==> src/rtl/sync_mem_pkg.sv <==
`default_nettype none
// ============================================================================
// Module   : sync_mem_pkg
// Purpose  : Shared sizing constants for the forwarding register-file memory.
// Revision : 1.0 - initial release
// ============================================================================
package sync_mem_pkg;

    localparam int DEFAULT_ADDR_WIDTH = 4;
    localparam int DEFAULT_DATA_WIDTH = 8;
    localparam int DEFAULT_DEPTH      = 2 ** DEFAULT_ADDR_WIDTH;

    function automatic int mem_depth(input int addr_width);
        return 2 ** addr_width;
    endfunction

endpackage : sync_mem_pkg
`default_nettype wire

==> src/rtl/sync_mem_array.sv <==
`default_nettype none
// ============================================================================
// Module   : sync_mem_array
// Purpose  : Storage array with synchronous clear, one write port and an
//            asynchronous read of the pre-edge contents.
// Revision : 1.0 - initial release
// ============================================================================
module sync_mem_array
    import sync_mem_pkg::*;
#(
    parameter int ADDR_WIDTH = DEFAULT_ADDR_WIDTH,
    parameter int DATA_WIDTH = DEFAULT_DATA_WIDTH
) (
    input  logic                  clk,
    input  logic                  rst,
    input  logic                  wr_en_i,
    input  logic [ADDR_WIDTH-1:0] wr_addr_i,
    input  logic [DATA_WIDTH-1:0] wr_data_i,
    input  logic [ADDR_WIDTH-1:0] rd_addr_i,
    output logic [DATA_WIDTH-1:0] rd_data_o
);

    localparam int DEPTH = mem_depth(ADDR_WIDTH);

    logic [DATA_WIDTH-1:0] mem_q [DEPTH];

    // Reset has priority, so a write presented during reset is dropped.
    always_ff @(posedge clk) begin
        if (rst) begin
            for (int i = 0; i < DEPTH; i++) begin
                mem_q[i] <= '0;
            end
        end else if (wr_en_i) begin
            mem_q[wr_addr_i] <= wr_data_i;
        end
    end

    assign rd_data_o = mem_q[rd_addr_i];

endmodule : sync_mem_array
`default_nettype wire

==> src/rtl/sync_mem_rd_fwd.sv <==
`default_nettype none
// ============================================================================
// Module   : sync_mem_rd_fwd
// Purpose  : Register-file memory with registered read and write-to-read
//            forwarding. Define SYNC_MEM_FWD_FLAG_EN to add rd_fwd_hit.
// Revision : 1.0 - initial release
// ============================================================================
module sync_mem_rd_fwd
    import sync_mem_pkg::*;
#(
    parameter int ADDR_WIDTH = DEFAULT_ADDR_WIDTH,
    parameter int DATA_WIDTH = DEFAULT_DATA_WIDTH
) (
    input  logic                  clk,
    input  logic                  rst,
    input  logic [ADDR_WIDTH-1:0] wr_addr_in,
    input  logic [DATA_WIDTH-1:0] wr_data_in,
    input  logic                  wr_en,
    input  logic [ADDR_WIDTH-1:0] rd_addr_in,
`ifdef SYNC_MEM_FWD_FLAG_EN
    output logic                  rd_fwd_hit,
`endif
    output logic [DATA_WIDTH-1:0] rd_data_out
);

    logic [DATA_WIDTH-1:0] w_array_rd;
    logic                  w_fwd;
    logic [DATA_WIDTH-1:0] rd_data_d;
    logic [DATA_WIDTH-1:0] rd_data_q;

    sync_mem_array #(
        .ADDR_WIDTH (ADDR_WIDTH),
        .DATA_WIDTH (DATA_WIDTH)
    ) u_array (
        .clk        (clk),
        .rst        (rst),
        .wr_en_i    (wr_en),
        .wr_addr_i  (wr_addr_in),
        .wr_data_i  (wr_data_in),
        .rd_addr_i  (rd_addr_in),
        .rd_data_o  (w_array_rd)
    );

    // A same-edge write to the read address must win over the stale entry.
    assign w_fwd     = wr_en && (wr_addr_in == rd_addr_in);
    assign rd_data_d = w_fwd ? wr_data_in : w_array_rd;

    always_ff @(posedge clk) begin
        if (rst) begin
            rd_data_q <= '0;
        end else begin
            rd_data_q <= rd_data_d;
        end
    end

    assign rd_data_out = rd_data_q;

`ifdef SYNC_MEM_FWD_FLAG_EN
    logic fwd_hit_q;

    always_ff @(posedge clk) begin
        if (rst) begin
            fwd_hit_q <= 1'b0;
        end else begin
            fwd_hit_q <= w_fwd;
        end
    end

    assign rd_fwd_hit = fwd_hit_q;
`endif

endmodule : sync_mem_rd_fwd
`default_nettype wire

==> config.mk <==
export PLATFORM = sky130hd
export DESIGN_NAME = sync_mem_rd_fwd
export DESIGN_NICKNAME = d
export VERILOG_FILES = /design/src/rtl/sync_mem_pkg.sv /design/src/rtl/sync_mem_array.sv /design/src/rtl/sync_mem_rd_fwd.sv
export SDC_FILE = /design/constraint.sdc
export NUM_CORES = 1
export LEC_CHECK = 0
export ABC_AREA = 1
export CORE_ASPECT_RATIO = 1.1
export CORE_UTILIZATION = 61
export DETAILED_ROUTE_END_ITERATION = 10
export GPL_TIMING_DRIVEN = 0
export PLACE_DENSITY = 0.8
export SYNTH_ARGS = -nofsm -noshare
export SYNTH_HDL_FRONTEND = slang
export SYNTH_SLANG_ARGS = --single-unit
==> constraint.sdc <==
create_clock -name clk -period 1.74 [get_ports clk]
set_clock_uncertainty 0.05 [all_clocks]
set_input_delay 0.174 -clock clk [delete_from_list [all_inputs] [get_ports clk]]
set_output_delay 0.174 -clock clk [all_outputs]
set_load 0.05 [all_outputs]
==> results.ini <==
[setup_path]
crit_path_max_fanout = 10
crit_type = in2reg
crit_arrival_ns = 2.02
cp-start-kind = input port
cp_data_required_time_ns = 2.07
endpoint_kind = flop

[global_route]
grt-ovfl-total = 0
grt_pass1_vias = 5248
grt.total_usage = 0.3372
antenna_found_initial = 0
grt_pass1_wl_um = 26870
grt_max_degree = 17

[sta]
timing.hold.ws_ns = -0.004451
finalSetupViolCount = 0
slew_violations = 0
max_slew.worst_pin.slew_ns = 1.051
relSlewSlack = 0.2991
timing.final.crit_share = 0.9694
min_period_ns = 1.687
finalHoldViolations = 2
fmax_ghz = 0.5929

[floorplan]
fp.dieW_um = 100.7
die_area_um2 = 11130
initial_core_util = 0.6284
pin_count = 27
row_count = 39
core_um2 = 10390
die_y_um = 110.5

[power_and_ir_drop]
power.leakage_uw = 0.003464
design_power_total_uw = 8280
switching_share = 0.2527
p_switching_uw = 2092
p_comb_frac = 0.101
p_per_area_nw_per_um2 = 1084
ir_drop_uv = 630.7
clockPowerShare = 0.438
intPower_uw = 6188
power_frac_seq = 0.462

[logic_synthesis]
synthCells = 749
syn_area_um2 = 6531
seq_area_frac_synth = 0.6130
avgSynthCellArea_um2 = 8.720
synth_nets = 768
synthDistinctLibCells = 19
ys_seq_elements = 136
ys.warnings.count = 0

[cells_and_area]
fin_nets = 811
final_util = 0.7348
final_common_cell = nand2_1
diodes = 0
drive_above_1_share = 0.1255
final_cell_mix = nand2_1 (209), nor2_1 (146), edfxtp_1 (128)
synthToLayoutAreaGrowth_pct = 16.93

[placement]
gp_congestion = 0.9537
io_buffers = 22
dpl.hpwl_um = 12120

[run_status]
status = finished, violations left
violations = negative hold slack

[cts]
clk_path_buf_depth = 2
htree_levels = 4
cts_tree = built
numCtsBuffers = 17
clk_pin_slew_ns = 0.06
cts.sinks = 136
ctsRootBufferMaster = clkbuf_16
clk_latency_ns = 0.43

[route]
avgRoutedWirePerCell_um = 18.87
drt_iter0_drc = 646
vias = 5448
post-route-drc-count = 0
vias_per_cell = 5.747
wl_um = 17890
drtPass1Iterations = 6
ant_nets = 0

[worst_hold_path]
hp-class = in2reg

[flow_run]
maxCapViolations = 0

==> path summary, 6_finish.rpt <==
| check | start | to | slack (ns) | cells past startpoint |
|---|---|---|---|---|
| setup / recovery | rd_addr_in[0] | rd_data_out[4] | 0.05 | 12 |
| hold reg to reg | u_array.mem_q[6][2] | rd_data_out[2] | 0.78 | 8 |
| setup reg to reg | u_array.mem_q[2][3] | rd_data_out[3] | 0.50 | 8 |
| hold / removal | rst | rd_data_out[5] | -0.004 | 4 |
==> sequential cells by signal (all words and copies together) (netlist names) <==
register,count
rd_data_out,8
u_array.mem_q,128
==> power by group through the flow <==
stage	clock network, µW	logic [µW]	registers (µW)
after global routing	3760	890	3830
final	3620	834	3820
after floorplan	0	449	3930
after global placement	0	764	3880
after detailed placement	0	788	3890
after CTS	3600	792	3820
==> final cells by class <==
class | instances | area (µm²)
sequential | 136 | 4004
fill | 734 | 2756
multi-input combinational | 487 | 2101
clock buffer | 19 | 452.9
inverter | 90 | 340.3
timing repair buffer | 24 | 227.7
buffer | 36 | 188.9
tap | 143 | 178.9
clock inverter | 13 | 143.9
==> cell families (layout without fill, tap and decap cells) <==
kind of cell              count (synthesis)  count (layout)  synth area share
xor gates and xnor gates                  1               1          0.001341
DFF                                     136             136            0.6130
buffers and inverters                   126             182           0.07874
and+or+nand+nor                         486             486            0.3069
==> synth_stat cells <==
cell type | number | area, µm²
nor3_2 | 2 | 20.02
nand3_1 | 88 | 440.4
nand2_2 | 8 | 50.05
nor2_1 | 150 | 563.0
nor2_4 | 1 | 11.26
inv_2 | 2 | 7.510
dfxtp_1 | 8 | 160.2
nor2_2 | 2 | 12.51
inv_1 | 87 | 326.6
inv_4 | 1 | 6.260
clkbuf_1 | 13 | 48.80
buf_1 | 2 | 7.510
buf_6 | 2 | 22.52
xnor2_1 | 1 | 8.760
buf_2 | 19 | 95.09
edfxtp_1 | 128 | 3844
nand2_1 | 233 | 874.6
nand4_4 | 1 | 21.27
nand2_4 | 1 | 11.26
==> worst max-delay path, cell delays in order <==
cell and delay [ns]:
clkdlybuf4s50_1 0.46, inv_1 0.12, buf_2 0.25, buf_2 0.27, nand2_1 0.07, nand2_1 0.10, nand2_1 0.07, nand3_1 0.11
nand3_1 0.15, nand3_1 0.14, nand2_1 0.05, inv_1 0.05
==> metal layers <==
| layer | vias up | GRT usage | part of all wire |
|---|---|---|---|
| met3 | 88 | 0.08291 | 0.11 |
| met4 | 0 | 0.1990 | 0.053 |
| li1 | 2447 | - | - |
| met2 | 407 | 0.5347 | 0.48 |
| met5 | - | 0 | 0 |
| met1 | 2506 | 0.4171 | 0.35 |
==> per-stage QoR <==
step | cells | setup slack (ns) | hold slack [ns] | TNS, ns | cell area (µm²)
floorplan | 749 | 0.2280 | 0.3276 | 0 | 6531
global placement | 914 | -0.6160 | 0.4220 | -84.38 | 6930
detailed placement | 914 | -0.7285 | 0.4302 | -97.47 | 6930
CTS | 946 | -0.02178 | -0.008570 | -0.2850 | 7545
global route | 948 | -0.02120 | 0.01481 | -0.02492 | 7637
finish | 948 | 0.05333 | -0.004451 | 0 | 7637
==> timing repair <==
action	in CTS	in global routing
hold endpoints to repair	3	0
endpoints found under the setup margin	120	124
setup buffers	0	2
resized for setup	19	28
(Power assumes the default switching activity.)
